File: config.mk
export PLATFORM = sky130hd
export DESIGN_NAME = dircc_avalon_st_source
export DESIGN_NICKNAME = d
export VERILOG_FILES = /design/src/rtl/dircc_avalon_st_source.sv
export SDC_FILE = /design/constraint.sdc
export NUM_CORES = 1
export LEC_CHECK = 0
export ABC_AREA = 1
export ABC_CLOCK_PERIOD_IN_PS = 1800
export CAP_MARGIN = 20
export CORE_MARGIN = 2
export CORE_UTILIZATION = 45
export CTS_CLUSTER_DIAMETER = 120
export DETAILED_ROUTE_END_ITERATION = 12
export PLACE_DENSITY = 0.82
export SLEW_MARGIN = 20
export SYNTH_ARGS = -nofsm -noshare
export SYNTH_HDL_FRONTEND = slang
export SYNTH_SLANG_ARGS = --single-unit
export TNS_END_PERCENT = 1
File: constraint.sdc
create_clock -name clk -period 1.8 [get_ports clk]
set_input_delay 0.54 -clock clk [delete_from_list [all_inputs] [get_ports clk]]
set_output_delay 0.54 -clock clk [all_outputs]
set_load 0.005 [all_outputs]
File: src/rtl/dircc_avalon_st_source.sv
// Avalon-ST burst packet source: emits num_packets fixed-length packets with a
// {seq, word} data pattern. Define DIRCC_AVALON_ST_SOURCE_ERROR_EN to add src_error.
module dircc_avalon_st_source #(
  parameter int DATA_WIDTH   = 32,
  parameter int EMPTY_WIDTH  = 2,
  parameter int PACKET_WORDS = 3,
  parameter int LAST_EMPTY   = 0,
  parameter int GAP_CYCLES   = 0
) (
  input  logic                   clk,
  input  logic                   reset,
  input  logic                   start,
  input  logic [15:0]            num_packets,
`ifdef DIRCC_AVALON_ST_SOURCE_ERROR_EN
  input  logic [15:0]            error_packet,
  output logic [0:0]             src_error,
`endif
  output logic                   busy,
  output logic                   done,
  output logic [15:0]            packets_sent,
  output logic [DATA_WIDTH-1:0]  src_data,
  output logic                   src_valid,
  input  logic                   src_ready,
  output logic                   src_startofpacket,
  output logic                   src_endofpacket,
  output logic [EMPTY_WIDTH-1:0] src_empty
);

  localparam int WW = (PACKET_WORDS > 1) ? $clog2(PACKET_WORDS) : 1;
  localparam int GW = (GAP_CYCLES > 0) ? $clog2(GAP_CYCLES + 1) : 1;
  localparam logic [WW-1:0] LAST_W   = WW'(PACKET_WORDS - 1);
  localparam logic [GW-1:0] GAP_LAST = GW'((GAP_CYCLES > 0) ? GAP_CYCLES - 1 : 0);

  typedef enum logic [1:0] {IDLE, SEND, GAP} state_t;

  state_t        state_q, state_d;
  logic [15:0]   remaining_q, remaining_d;
  logic [15:0]   seq_q, seq_d;
  logic [15:0]   sent_q, sent_d;
  logic [WW-1:0] word_q, word_d;
  logic [GW-1:0] gap_q, gap_d;
  logic          done_q, done_d;
  logic [15:0]   err_pkt_q, err_pkt_d;

  logic valid, eop_beat, xfer;

  always_comb begin
    state_d     = state_q;
    remaining_d = remaining_q;
    seq_d       = seq_q;
    sent_d      = sent_q;
    word_d      = word_q;
    gap_d       = gap_q;
    err_pkt_d   = err_pkt_q;
    done_d      = 1'b0;
    valid       = (state_q == SEND);
    eop_beat    = (word_q == LAST_W);
    xfer        = valid && src_ready;
    case (state_q)
      IDLE: begin
        if (start) begin
          remaining_d = num_packets;
          sent_d      = '0;
          seq_d       = '0;
          word_d      = '0;
`ifdef DIRCC_AVALON_ST_SOURCE_ERROR_EN
          err_pkt_d   = error_packet;
`endif
          if (num_packets == 16'd0) done_d = 1'b1;
          else                      state_d = SEND;
        end
      end
      SEND: begin
        if (xfer) begin
          if (eop_beat) begin
            word_d      = '0;
            sent_d      = sent_q + 16'd1;
            seq_d       = seq_q + 16'd1;
            remaining_d = remaining_q - 16'd1;
            if (remaining_q == 16'd1) begin
              state_d = IDLE;
              done_d  = 1'b1;
            end else if (GAP_CYCLES > 0) begin
              state_d = GAP;
              gap_d   = '0;
            end
          end else begin
            word_d = word_q + WW'(1);
          end
        end
      end
      GAP: begin
        if (gap_q == GAP_LAST) state_d = SEND;
        else                   gap_d   = gap_q + GW'(1);
      end
      default: state_d = IDLE;
    endcase
  end

  always_ff @(posedge clk) begin
    if (reset) begin
      state_q     <= IDLE;
      remaining_q <= '0;
      seq_q       <= '0;
      sent_q      <= '0;
      word_q      <= '0;
      gap_q       <= '0;
      done_q      <= 1'b0;
      err_pkt_q   <= '0;
    end else begin
      state_q     <= state_d;
      remaining_q <= remaining_d;
      seq_q       <= seq_d;
      sent_q      <= sent_d;
      word_q      <= word_d;
      gap_q       <= gap_d;
      done_q      <= done_d;
      err_pkt_q   <= err_pkt_d;
    end
  end

  // Beat outputs come straight from registers, so they hold while stalled.
  always_comb begin
    src_data          = '0;
    src_valid         = valid;
    src_startofpacket = valid && (word_q == '0);
    src_endofpacket   = valid && eop_beat;
    src_empty         = (valid && eop_beat) ? EMPTY_WIDTH'(LAST_EMPTY) : '0;
    if (valid) src_data[31:0] = {seq_q, 16'(word_q)};
    busy              = (state_q != IDLE);
    done              = done_q;
    packets_sent      = sent_q;
`ifdef DIRCC_AVALON_ST_SOURCE_ERROR_EN
    src_error         = valid && eop_beat && (seq_q == err_pkt_q);
`endif
  end

  logic unused_ok;
  assign unused_ok = ^err_pkt_q;

endmodule

==> impl_metrics.py <==
metrics = {
    "global_route": {
        "grtUsageTotal_pct": 22.2,
        "overflow": 0,
        "grt_pass1_wl_mm": 13.9,
        "grt_pass1_vias": 3080,
        "antenna_found_initial": 0,
        "grt_max_degree": 23,
    },
    "yosys": {
        "yosys_warnings": 0,
        "synth_edf_count": 0,
        "avgSynthCellArea_um2": 6.38,
        "synth_cell_types": 36,
        "async_reset_ff_share_pct": 0,
        "synth_seq_area_share_pct": 32.3,
        "synth_area_um2": 3220,
        "ys_seq_elements": 52,
        "synth_flop_cell": "dfxtp_1",
        "postSynthCellCount": 505,
    },
    "detailed_routing": {
        "drt-pass1-iter-count": 6,
        "final_antenna_net_count": 0,
        "wirelength_mm": 8.37,
        "drc": 0,
        "drtIter0Drc": 246,
        "wire_per_inst_um": 12.4,
        "vias_per_cell": 5.07,
        "via_count": 3424,
    },
    "place": {
        "gp_congestion": 0.933,
        "hpwl_mm": 6.27,
        "port_buffers": 58,
    },
    "die": {
        "core.rowCount": 30,
        "dieHeight_um": 88.6,
        "fp.dieArea_um2": 7850,
        "coreArea_um2": 6870,
        "ios": 75,
        "start_util_pct": 46.9,
        "die_w_um": 88.6,
    },
    "power": {
        "power.static_leakage_nw": 1.95,
        "p_total_mw": 2.58,
        "max-vdd-ir-drop_v": 0.000322,
        "p_per_area_nw_per_um2": 632,
    },
    "clock_tree": {
        "h-tree-depth": 2,
        "cts_root_buf": "clkbuf_8",
        "clkTransAtPathRegs_ns": 0.10,
        "cts_buffers": 5,
        "clockBufferDepth": 2,
        "tritoncts": "built",
        "ctsHoldBuffers": 0,
        "clk_latency_ns": 0.32,
        "clock_sinks": 52,
    },
    "timing": {
        "finalHoldViolCount": 0,
        "setup_violations": 0,
        "grt_setup_unrepaired": "true",
        "period_minus_slack_ns": 1.77,
        "drv_slew": 0,
        "finalCritPeriodShare_pct": 98.2,
        "fmax_mhz": 566,
        "timing.clock.skew_ns": 0.0124,
    },
    "layout": {
        "fin_util_pct": 59.5,
        "synthToLayoutAreaGrowth_pct": 27.0,
        "layout_commonest_cell": "nand2_1",
        "antenna_cells": 0,
        "final-seq-area_um2": 1060,
        "num-fill-cells": 647,
        "final_nets": 603,
        "drive_gt1_share_pct": 12.8,
        "multi_input_area_um2": 1730,
        "layout_common_cells": "nand2_1 (115), nor2_1 (81), inv_1 (73), a21oi_1 (42), dfxtp_1 (39)",
    },
    "worst_setup_path": {
        "cp_top_family": "buffers and inverters",
        "cp.depth": 4,
        "endpoint_kind": "output port",
        "cp-start-kind": "flip-flop",
        "crit_buf_inv": 3,
        "slowest_stage": "dfxtp_4",
        "reg2reg_from": "state_q[0]",
        "crit_start": "state_q[0]",
        "worstRegToRegCells": 9,
        "cp_cell_sequence": "buf_4, nand2_1, inv_1, dlygate4sd2_1",
        "rrSetupSlack_ns": 0.11,
        "crit_required_ns": 1.26,
        "crit_arrival_ns": 1.23,
        "cpPeakStageDelay_ns": 0.38,
        "crit_path_max_fanout": 3,
        "critPathKind": "reg -> out",
    },
    "job": {
        "maxCapViolCount": 0,
    },
    "outcome": {
        "status": "complete, no violations",
    },
    "hold_path": {
        "holdPathStages": 2,
        "min_from": "packets_sent[4]",
        "hp-class": "reg -> reg",
    },
}
final cells by class:
class                   count  share of cell area [%]
repair buffers             83                    19.5
clock buffers               5                    1.68
flip-flops and latches     52                    26.0
well taps                  96                    2.94
multi-input cells         360                    42.2
clock inverters             3                   0.551
inverters                  77                    7.07
power by group:
group / internal (mW) / total, mW / switching (mW)
logic: 0.255 / 0.635 / 0.380
clock network: 0.280 / 0.706 / 0.426
registers: 1.19 / 1.24 / 0.0503
kinds of logic after synthesis:
kind of cell             Yosys count  synth area share [%]
AO/OA/AOI/OAI                     81                  13.4
XOR/XNOR                           1                 0.272
adder cells (fa/ha/maj)            4                  1.55
buffers and inverters            108                  16.1
flip-flops                        52                  32.3
other                              1                 0.116
AND/OR/NAND/NOR                  258                  36.2
final timing paths:
kind / end
max: src_data[1]
min: packets_sent[4]
max reg2reg: packets_sent[5]
min reg2reg: packets_sent[4]
cell usage after synthesis (4+ instances only):
| cell type | number | area (µm²) |
|---|---|---|
| nand2_1 | 115 | 432 |
| nor2_1 | 83 | 312 |
| inv_1 | 73 | 274 |
| dfxtp_1 | 52 | 1040 |
| a21oi_1 | 42 | 210 |
| o21ai_0 | 27 | 135 |
| nand3_1 | 24 | 120 |
| buf_4 | 18 | 135 |
| nor3_1 | 11 | 55.1 |
| nand4_1 | 6 | 37.5 |
| buf_2 | 5 | 25.0 |
| a31oi_1 | 4 | 25.0 |
| ha_1 | 4 | 50.1 |
| inv_2 | 4 | 15.0 |
layer usage:
| metal | vias up | track usage (%) | wire length, µm | part of all wire (%) |
|---|---|---|---|---|
| met1 | 1551 | 30.8 | 3760 | 45 |
| met3 | 11 | 2.89 | 578 | 6.9 |
| met5 | - | 0 | 0 | 0 |
| met2 | 149 | 36.0 | 3900 | 47 |
| li1 | 1713 | - | - | - |
| met4 | 0 | 7.02 | 129 | 1.5 |
flip-flops by register name, summed over array words and instances (netlist names):
signal,cells
done,1
packets_sent,16
remaining_q,16
seq_q,16
state_q,1
word_q,2
tightest hold or removal path: stages (launching register included):
cell,delay (ns)
dfxtp_1,0.34
inv_1,0.05
a21oi_1,0.05
what timing repair did:
item                       in CTS  in global routing
gates resized for setup        30                 33
hold endpoints to repair        0                  0
setup buffers                   0                  1
setup endpoints to repair      26                 31
metrics by stage:
step	TNS (ns)	setup WS, ns	std cells	instance area, µm²	hold WS (ns)
floorplan	0	0.139	520	3280	0.437
global placement	-6.28	-0.190	667	3970	0.453
detailed placement	-8.51	-0.300	667	3970	0.457
CTS	-0.312	-0.157	675	4050	0.470
global route	-0.0428	-0.0149	676	4090	0.494
finish	0	0.0320	676	4090	0.470
Power figures use the tool's default switching activity.
